==> src/rtl/gol_pkg.sv <==
// Shared Game-of-Life grid definitions used by the cell array and its seed/pattern loaders.
// Optional feature macro used by the pattern loader: GRID_LOADER_CHECKSUM_EN.
package gol_pkg;

  localparam int GRIDWIDTH  = 32;
  localparam int GRIDHEIGHT = 24;
  localparam logic [7:0] SYNC_BYTE = 8'hA5;

  localparam int BYTES_PER_ROW = GRIDWIDTH / 8;
  localparam int ROW_W  = (GRIDHEIGHT > 1) ? $clog2(GRIDHEIGHT) : 1;
  localparam int BIDX_W = (BYTES_PER_ROW > 1) ? $clog2(BYTES_PER_ROW) : 1;

  // A single cell's state in the array.
  typedef enum logic {
    ENT_DEAD  = 1'b0,
    ENT_ALIVE = 1'b1
  } entity_e;

  // Neighbourhood condition that decides a cell's next state.
  typedef enum logic [1:0] {
    COND_LONELY,
    COND_STABLE,
    COND_BIRTH,
    COND_CROWDED
  } condition_e;

  // Which source owns the default state of the grid.
  typedef enum logic [1:0] {
    COAL_NONE,
    COAL_RANDOM_SEED,
    COAL_UART_PATTERN
  } coalition_e;

endpackage

==> src/rtl/uart_rx_byte.sv <==
// 8N1 serial byte receiver: 2-flop synchronizer, mid-bit sampling with a down-counter timer.
module uart_rx_byte #(
  parameter int DIV = 434
) (
  input  logic       clk,
  input  logic       rst,
  input  logic       uart_rx,
  output logic [7:0] byte_data,
  output logic       byte_valid,
  output logic       byte_err
);

  localparam int CNT_W = $clog2(DIV);
  localparam logic [CNT_W-1:0] HALF_LD = CNT_W'(DIV / 2 - 1);
  localparam logic [CNT_W-1:0] FULL_LD = CNT_W'(DIV - 1);

  // RX_BREAK holds off after a bad stop bit until the line returns high.
  typedef enum logic [2:0] {
    RX_IDLE,
    RX_START,
    RX_DATA,
    RX_STOP,
    RX_BREAK
  } rx_state_e;

  rx_state_e        state_q, state_d;
  logic             sync1_q, sync2_q, prev_q;
  logic [CNT_W-1:0] cnt_q, cnt_d;
  logic [2:0]       bit_q, bit_d;
  logic [7:0]       shift_q, shift_d;
  logic             valid_q, valid_d;
  logic             err_q, err_d;

  // Synchronizer and edge-history flops; all reset to the idle (high) line level.
  always_ff @(posedge clk or posedge rst) begin
    if (rst) begin
      sync1_q <= 1'b1;
      sync2_q <= 1'b1;
      prev_q  <= 1'b1;
    end else begin
      sync1_q <= uart_rx;
      sync2_q <= sync1_q;
      prev_q  <= sync2_q;
    end
  end

  // Receiver state, bit timer, bit index, shift register and result pulses.
  always_ff @(posedge clk or posedge rst) begin
    if (rst) begin
      state_q <= RX_IDLE;
      cnt_q   <= '0;
      bit_q   <= '0;
      shift_q <= '0;
      valid_q <= 1'b0;
      err_q   <= 1'b0;
    end else begin
      state_q <= state_d;
      cnt_q   <= cnt_d;
      bit_q   <= bit_d;
      shift_q <= shift_d;
      valid_q <= valid_d;
      err_q   <= err_d;
    end
  end

  // Next-state: half a bit to the start-bit centre, then one full bit per sample.
  always_comb begin
    state_d = state_q;
    cnt_d   = cnt_q;
    bit_d   = bit_q;
    shift_d = shift_q;
    valid_d = 1'b0;
    err_d   = 1'b0;
    case (state_q)
      RX_IDLE: begin
        if (prev_q && !sync2_q) begin
          state_d = RX_START;
          cnt_d   = HALF_LD;
        end
      end
      RX_START: begin
        if (cnt_q == '0) begin
          if (sync2_q) begin
            state_d = RX_IDLE;
          end else begin
            state_d = RX_DATA;
            cnt_d   = FULL_LD;
            bit_d   = '0;
          end
        end else begin
          cnt_d = cnt_q - CNT_W'(1);
        end
      end
      RX_DATA: begin
        if (cnt_q == '0) begin
          shift_d = {sync2_q, shift_q[7:1]};
          cnt_d   = FULL_LD;
          bit_d   = bit_q + 3'd1;
          if (bit_q == 3'd7) state_d = RX_STOP;
        end else begin
          cnt_d = cnt_q - CNT_W'(1);
        end
      end
      RX_STOP: begin
        if (cnt_q == '0) begin
          if (sync2_q) begin
            valid_d = 1'b1;
            state_d = RX_IDLE;
          end else begin
            err_d   = 1'b1;
            state_d = RX_BREAK;
          end
        end else begin
          cnt_d = cnt_q - CNT_W'(1);
        end
      end
      RX_BREAK: begin
        if (sync2_q) state_d = RX_IDLE;
      end
      default: state_d = RX_IDLE;
    endcase
  end

  assign byte_data  = shift_q;
  assign byte_valid = valid_q;
  assign byte_err   = err_q;

endmodule

==> src/rtl/grid_pattern_loader.sv <==
// Loads a UART-delivered seed pattern into the cell grid one row per write pulse.
// Define GRID_LOADER_CHECKSUM_EN to require a trailing XOR checksum byte per frame.
//
// state        | meaning
// LD_WAIT_SYNC | discard bytes until SYNC_BYTE
// LD_LOAD      | fill row buffer, write each completed row
// LD_LAST      | (no checksum) pulse load_done after the last row write
// LD_CHECK     | (checksum) compare trailing byte with running XOR
module grid_pattern_loader
  import gol_pkg::*;
#(
  parameter int CLK_HZ = 50_000_000,
  parameter int BAUD   = 115200
) (
  input  logic                 clk,
  input  logic                 rst,
  input  logic                 uart_rx,
  output logic                 wr_en,
  output logic [ROW_W-1:0]     wr_row,
  output logic [GRIDWIDTH-1:0] wr_data,
  output logic                 busy,
  output logic                 load_done,
  output logic                 frame_err
);

  localparam int DIV = CLK_HZ / BAUD;

  typedef enum logic [1:0] {
    LD_WAIT_SYNC,
    LD_LOAD,
`ifdef GRID_LOADER_CHECKSUM_EN
    LD_CHECK
`else
    LD_LAST
`endif
  } ld_state_e;

  logic [7:0] byte_data;
  logic       byte_valid;
  logic       byte_err;

  uart_rx_byte #(.DIV(DIV)) u_rx (
    .clk       (clk),
    .rst       (rst),
    .uart_rx   (uart_rx),
    .byte_data (byte_data),
    .byte_valid(byte_valid),
    .byte_err  (byte_err)
  );

  ld_state_e            state_q, state_d;
  logic [ROW_W-1:0]     row_q, row_d;
  logic [BIDX_W-1:0]    bidx_q, bidx_d;
  logic [GRIDWIDTH-1:0] rowbuf_q, rowbuf_d;
  logic                 wr_en_q, wr_en_d;
  logic [ROW_W-1:0]     wr_row_q, wr_row_d;
  logic [GRIDWIDTH-1:0] wr_data_q, wr_data_d;
  logic                 busy_q, busy_d;
  logic                 load_done_q, load_done_d;
  logic                 frame_err_q, frame_err_d;
  logic [GRIDWIDTH-1:0] filled;
  logic                 row_full, last_row;
`ifdef GRID_LOADER_CHECKSUM_EN
  logic [7:0]           csum_q, csum_d;
`endif

  // Loader state, counters, row buffer and registered outputs.
  always_ff @(posedge clk or posedge rst) begin
    if (rst) begin
      state_q     <= LD_WAIT_SYNC;
      row_q       <= '0;
      bidx_q      <= '0;
      rowbuf_q    <= '0;
      wr_en_q     <= 1'b0;
      wr_row_q    <= '0;
      wr_data_q   <= '0;
      busy_q      <= 1'b0;
      load_done_q <= 1'b0;
      frame_err_q <= 1'b0;
`ifdef GRID_LOADER_CHECKSUM_EN
      csum_q      <= '0;
`endif
    end else begin
      state_q     <= state_d;
      row_q       <= row_d;
      bidx_q      <= bidx_d;
      rowbuf_q    <= rowbuf_d;
      wr_en_q     <= wr_en_d;
      wr_row_q    <= wr_row_d;
      wr_data_q   <= wr_data_d;
      busy_q      <= busy_d;
      load_done_q <= load_done_d;
      frame_err_q <= frame_err_d;
`ifdef GRID_LOADER_CHECKSUM_EN
      csum_q      <= csum_d;
`endif
    end
  end

  // Next-state and output pulses; all outputs are registered one cycle after the byte event.
  always_comb begin
    state_d     = state_q;
    row_d       = row_q;
    bidx_d      = bidx_q;
    rowbuf_d    = rowbuf_q;
    wr_en_d     = 1'b0;
    wr_row_d    = wr_row_q;
    wr_data_d   = wr_data_q;
    busy_d      = busy_q;
    load_done_d = 1'b0;
    frame_err_d = 1'b0;
`ifdef GRID_LOADER_CHECKSUM_EN
    csum_d      = csum_q;
`endif
    filled = rowbuf_q;
    filled[int'(bidx_q) * 8 +: 8] = byte_data;
    row_full = (bidx_q == BIDX_W'(BYTES_PER_ROW - 1));
    last_row = (row_q == ROW_W'(GRIDHEIGHT - 1));

    case (state_q)
      LD_WAIT_SYNC: begin
        if (byte_valid && byte_data == SYNC_BYTE) begin
          state_d = LD_LOAD;
          row_d   = '0;
          bidx_d  = '0;
          busy_d  = 1'b1;
`ifdef GRID_LOADER_CHECKSUM_EN
          csum_d  = '0;
`endif
        end
      end
      LD_LOAD: begin
        if (byte_err) begin
          frame_err_d = 1'b1;
          busy_d      = 1'b0;
          state_d     = LD_WAIT_SYNC;
        end else if (byte_valid) begin
          rowbuf_d = filled;
`ifdef GRID_LOADER_CHECKSUM_EN
          csum_d   = csum_q ^ byte_data;
`endif
          if (row_full) begin
            bidx_d    = '0;
            wr_en_d   = 1'b1;
            wr_row_d  = row_q;
            wr_data_d = filled;
            if (last_row) begin
`ifdef GRID_LOADER_CHECKSUM_EN
              state_d = LD_CHECK;
`else
              state_d = LD_LAST;
`endif
            end else begin
              row_d = row_q + ROW_W'(1);
            end
          end else begin
            bidx_d = bidx_q + BIDX_W'(1);
          end
        end
      end
`ifdef GRID_LOADER_CHECKSUM_EN
      LD_CHECK: begin
        if (byte_err) begin
          frame_err_d = 1'b1;
          busy_d      = 1'b0;
          state_d     = LD_WAIT_SYNC;
        end else if (byte_valid) begin
          if (byte_data == csum_q) load_done_d = 1'b1;
          else                     frame_err_d = 1'b1;
          busy_d  = 1'b0;
          state_d = LD_WAIT_SYNC;
        end
      end
`else
      LD_LAST: begin
        load_done_d = 1'b1;
        busy_d      = 1'b0;
        state_d     = LD_WAIT_SYNC;
      end
`endif
      default: state_d = LD_WAIT_SYNC;
    endcase
  end

  assign wr_en     = wr_en_q;
  assign wr_row    = wr_row_q;
  assign wr_data   = wr_data_q;
  assign busy      = busy_q;
  assign load_done = load_done_q;
  assign frame_err = frame_err_q;

endmodule

==> config.mk <==
export PLATFORM = sky130hd
export DESIGN_NAME = grid_pattern_loader
export DESIGN_NICKNAME = d
export VERILOG_FILES = /design/src/rtl/gol_pkg.sv /design/src/rtl/uart_rx_byte.sv /design/src/rtl/grid_pattern_loader.sv
export SDC_FILE = /design/constraint.sdc
export NUM_CORES = 1
export LEC_CHECK = 0
export ABC_AREA = 1
export BUFFER_PORTS_ARGS = -buffer_cell sky130_fd_sc_hd__buf_2
export CAP_MARGIN = 20
export CORE_MARGIN = 5
export CORE_UTILIZATION = 45
export DETAILED_ROUTE_END_ITERATION = 6
export GPL_TIMING_DRIVEN = 1
export SLEW_MARGIN = 5
export SYNTH_ARGS = -nofsm -noshare
export SYNTH_HDL_FRONTEND = slang
export SYNTH_SLANG_ARGS = --single-unit
==> constraint.sdc <==
create_clock -name clk -period 3.7 [get_ports clk]
set_input_delay 0 -clock clk [delete_from_list [all_inputs] [get_ports clk]]
set_output_delay 0 -clock clk [all_outputs]
set_load 0.005 [all_outputs]
# == Yosys cells after proc, flatten, opt, wreduce, memory -nomap -nowiden ==
# Cells that the tools add are included.
# word_totals
register_bits,110
elab_cells,128
output_inout_bits,41
# classes
n_reduce_logical,20
shift,2
n_bitwise,1
addsub,5
mux,53
n_eq_ne,28
# ops
op,count
$mux 9,5
$pmux 9 s4,1
$neg 5->33,1
$shift 8x33->32 const A,1
$shiftx 8x33->32,1
$bwmux 32,1
$mux 3,10
$mux 5,5
$mux 2,10
$reduce_and 4->1,5
$ne 2x1->1 const B,8
$mux 1,15
$pmux 3 s5,1
$ne 2x2->1 const B,6
$reduce_and 6->1,2
$pmux 5 s2,1
$logic_not 9->1,1
$sub 9x1->9 const B,1
$eq 8x8->1 const B,1
$pmux 2 s2,2
$eq 3x2->1 const B,2
$eq 3x3->1 const B,2
$ne 3x2->1 const B,2
$pmux 3 s2,1
other kinds (20),24

# == Depth between registers and ports, before layout ==
# depth
ltp_word,6
mapped_depth,11

# == Cells and area by module ==
# From an unflattened synthesis, not the netlist that was laid out.
# hier_totals
hier_cells,644
area_unflattened_um2,5312.6
# by_module_without_submodules
mod,instances,cells_per_inst,area_each_um2,seq_area_each_um2
grid_pattern_loader,1,459,3783.6,2052.0
uart_rx_byte,1,185,1529.0,704.4

# == Worst setup path before layout ==
# No wires, ideal clock.
# synth_timing
path_type,flip-flop to flip-flop
start,register state_q[1]
end,"register wr_data_q[10], in the netlist wr_data[10]"
arrival_ns,1.503
setup_time_ns,0.133
path_stages_with_launch,10
slack_ns,2.065
path_buffers,2
required_time_ns,3.567
path_cell_list,dfrtp_1 > inv_1 > ha_1 > inv_2 > nor2_2 > nand2_1 > buf_2 > buf_6 > nor2_1 > a21oi_1
# synth_between
elab_chain_len,2
# synth_rtl
element,line,rtl
from (decl),grid_pattern_loader.sv:51,"ld_state_e state_q, state_d;"
from (signal assigned),grid_pattern_loader.sv:84,state_q <= state_d;
$eq 2x1->1,grid_pattern_loader.sv:120,case (state_q)
$reduce_and 4->1 (no line),-,
to (signal assigned),grid_pattern_loader.sv:90,wr_data_q <= wr_data_d;
to (decl),grid_pattern_loader.sv:57,"logic [GRIDWIDTH-1:0] wr_data_q, wr_data_d;"
# Every way passes these cells.
# A chain may end at the register's enable or synchronous reset.

# == Worst setup path after layout ==
# layout_timing
start,register bidx_q[0]
end,"register wr_data_q[20], in the netlist wr_data[20]"
# layout_between
elab_chain_len,3
elab_cells_between_ends,6
# layout_rtl
element,line,rtl
from (decl),grid_pattern_loader.sv:53,"logic [BIDX_W-1:0] bidx_q, bidx_d;"
from (signal assigned),grid_pattern_loader.sv:86,bidx_q <= bidx_d;
$neg 5->33,grid_pattern_loader.sv:116,filled[int'(bidx_q) * 8 +: 8] = byte_data;
$shiftx 8x33->32 or $shift 8x33->32 (tied branches),grid_pattern_loader.sv:116,
$bwmux 32,grid_pattern_loader.sv:116,
# Parallel ways exist; a longest one is shown, timed or not.

==> flow_summary.json <==
{
  "placement_rows": 39,
  "antenna_found_initial": 0,
  "gp_congestion": 0.8493,
  "startpoint_type": "flop",
  "grt_use_total_pct": 16.97,
  "synth_edf_count": 0,
  "endpoint_kind": "flop",
  "cp.buffers_inverters": 2,
  "clockBufferDepth": 2,
  "h-tree-depth": 3,
  "leakage_nw": 2.892,
  "grt_max_degree": 49,
  "yosys-top-cells-count": "nand2_1 (138), dfrtp_1 (107), nor2_1 (70)",
  "synth_top_area_share_pct": 52.22,
  "via_count": 3997,
  "crit_arrival_ns": 2.67,
  "final_core_util_pct": 51.50,
  "yosys-top-cells-area": "dfrtp_1 (52%), nand2_1 (10%), nor2_1 (5.1%)",
  "yosysMostFrequentCell": "nand2_1",
  "die_h_um": 116.7,
  "hp-class": "input pin to async pin",
  "status": "finished, final reports clean",
  "portBuffers": 43,
  "yosys_warnings": 0,
  "synthFlopType": "dfrtp_1",
  "max_freq_mhz": 417.8,
  "wl_per_cell_um": 13.37,
  "cts.clk_slew.worst_paths_ns": 0.07,
  "fp.dieW_um": 116.7,
  "die_area_um2": 13630,
  "drive_gt1_share_pct": 15.16,
  "holdWs_ns": 0.2590,
  "crit_chain": "inv_1 -> ha_1 -> inv_1 -> nor2_1 -> nand3_1 -> o21ai_0 -> nor2_2 -> a21oi_1",
  "cts.sinks": 110,
  "synth_area_um2": 5127,
  "ios": 44,
  "cts_tree": "done",
  "dr.pass1.iters": 4,
  "setup_viol": 0,
  "ys_types": 29,
  "ys_ff_latch": 110,
  "syn_to_final_growth_pct": 13.23,
  "async_flop_share_pct": 100.0,
  "slew_violations": 0,
  "remaining_drc_errors": 0,
  "fp.coreArea_um2": 11270,
  "cts_root_buffer": "clkbuf_16",
  "fin_cells": 796,
  "fin_skew_ns": 0.009932,
  "regToRegStartpoint": "bidx_q[0]",
  "place_hpwl_um": 7505,
  "rsz0062_at_grt": "no",
  "dp.cells": 778,
  "first_iter_violations": 245,
  "cap_viol_max_count": 0,
  "slew_headroom_pct": 48.30,
  "fin_crit_sh_pct": 64.68,
  "p_per_area_nw_per_um2": 493.8,
  "critPathMostFrequentCell": "inv_1",
  "crit_start": "bidx_q[0]",
  "grt-ovfl-total": 0,
  "start_util_pct": 45.49,
  "hold_viol_final": 0,
  "critical-path-slowest-cell": "dfrtp_1",
  "fin_nets": 666,
  "min_period_ns": 2.393,
  "avgSynthCellArea_um2": 8.447,
  "required_ns": 3.98,
  "ir_drop_v": 0.0003003,
  "tns_ns": 0,
  "finalWirelength_um": 10640,
  "tightest_slew_ns": 0.7730,
  "vias_per_cell": 5.021,
  "insertion_delay_ns": 0.35,
  "syn_inst": 607,
  "antenna_left": 0,
  "cts_made_buffers": 9,
  "antenna_cells": 0,
  "criticalPathCategory": "flop to flop",
  "cp_max_fo": 15,
  "critPathTopFamily": "simple AND/OR/NAND/NOR gates",
  "ys_seq_area_share_pct": 53.76,
  "grt_pass1_vias": 3861,
  "grt_pass1_wl_um": 18370,
  "yosys.area.top_type": "dfrtp_1",
  "synthesis.nets": 625,
  "max_stage_delay_ns": 0.65,
  "fillers": 1073,
  "totalPowerFinal_mw": 2.867
}
==> registers in the layout, indices dropped and copies added (netlist names), 2 cells and up <==
signal          flops
state_q             2
u_rx.byte_data      8
rowbuf_q           32
wr_data            32
u_rx.cnt_q          9
u_rx.bit_q          3
u_rx.state_q        3
wr_row              5
bidx_q              2
row_q               5
==> cell families (layout without fill, tap and decap cells) <==
kind of cell	after synthesis	in the layout	synth area share [%]
flops	110	110	53.76
simple gates	265	265	21.91
compound gates	123	123	12.71
xor+xnor	4	4	0.6832
fa+ha+maj	15	15	3.660
buf+inv	90	136	7.272
==> cells in the final DEF, fill, tap and decap left out, drive strengths merged <==
| cell type | instances |
|---|---|
| nand2 | 142 |
| dfrtp | 107 |
| nor2 | 85 |
| inv | 70 |
| a21oi | 49 |
| o21ai | 49 |
| buf | 48 |
| nand3 | 27 |
| o22ai | 24 |
| ha | 15 |
| clkbuf | 12 |
| or2 | 6 |
| nand4 | 4 |
| xor2 | 4 |
| dfstp | 3 |
| bufinv | 2 |
| dlygate4sd3 | 2 |
| clkinv | 2 |
| o21bai | 1 |
| nor3 | 1 |
==> stage by stage <==
step | worst slack (ns) | cell area, µm²
finish | 1.307 | 5806
CTS | 1.321 | 5806
detailed placement | 1.376 | 5451
global route | 1.045 | 5806
floorplan | 0.8027 | 5127
global placement | 1.388 | 5451
==> path summary, 6_finish.rpt <==
path | to | slack (ns) | cells past startpoint
worst max-delay path | wr_data[20] | 1.31 | 8
worst min register to register | u_rx.sync2_q | 0.35 | 0
worst min-delay path | wr_data[22] | 0.26 | 3
min in group clk | u_rx.sync1_q | 0.29 | 2
worst max register to register | wr_data[20] | 1.31 | 8
max in group asynchronous | wr_data[4] | 2.59 | 4
==> power by group <==
part	switching, mW	total [mW]	leakage (nW)	internal [mW]
sequential	0.0601	1.33	1.50	1.27
clock	0.442	1.08	0.163	0.635
combinational	0.307	0.462	1.22	0.155
total	0.808	2.87	2.89	2.06
==> worst register-to-register path, delay by kind of cell (launching register included) <==
| kind | cells | cell delay, ns |
|---|---|---|
| buf+inv | 2 | 0.27 |
| compound gates | 2 | 0.31 |
| simple gates | 3 | 0.72 |
| flops | 1 | 0.65 |
| fa+ha+maj | 1 | 0.38 |
==> final cells by class <==
cell class                 instances  area, µm²  area share (%)
multi-input combinational        407       1998           34.42
sequential                       110       2756           47.48
inverter                          70      265.3           4.569
clock buffer                      12      256.5           4.418
clock inverter                     4      77.57           1.336
tap                              143      178.9           3.082
timing repair buffer              50      272.8           4.698
==> per-layer routing <==
metal | vias to the layer above | routed length [µm] | track usage, %
met4 | 0 | 179 | 6.193
met1 | 1882 | 5258 | 24.41
met2 | 67 | 4783 | 25.64
met3 | 12 | 418 | 3.212
li1 | 2036 | - | -
met5 | - | 0 | 0
==> what timing repair did <==
item | CTS | global route
setup buffers | 0 | 0
gates resized for setup | 0 | 0
hold buffers | 2 | 0
endpoints found under the hold margin | 41 | 0
(Power assumes the default switching activity.)
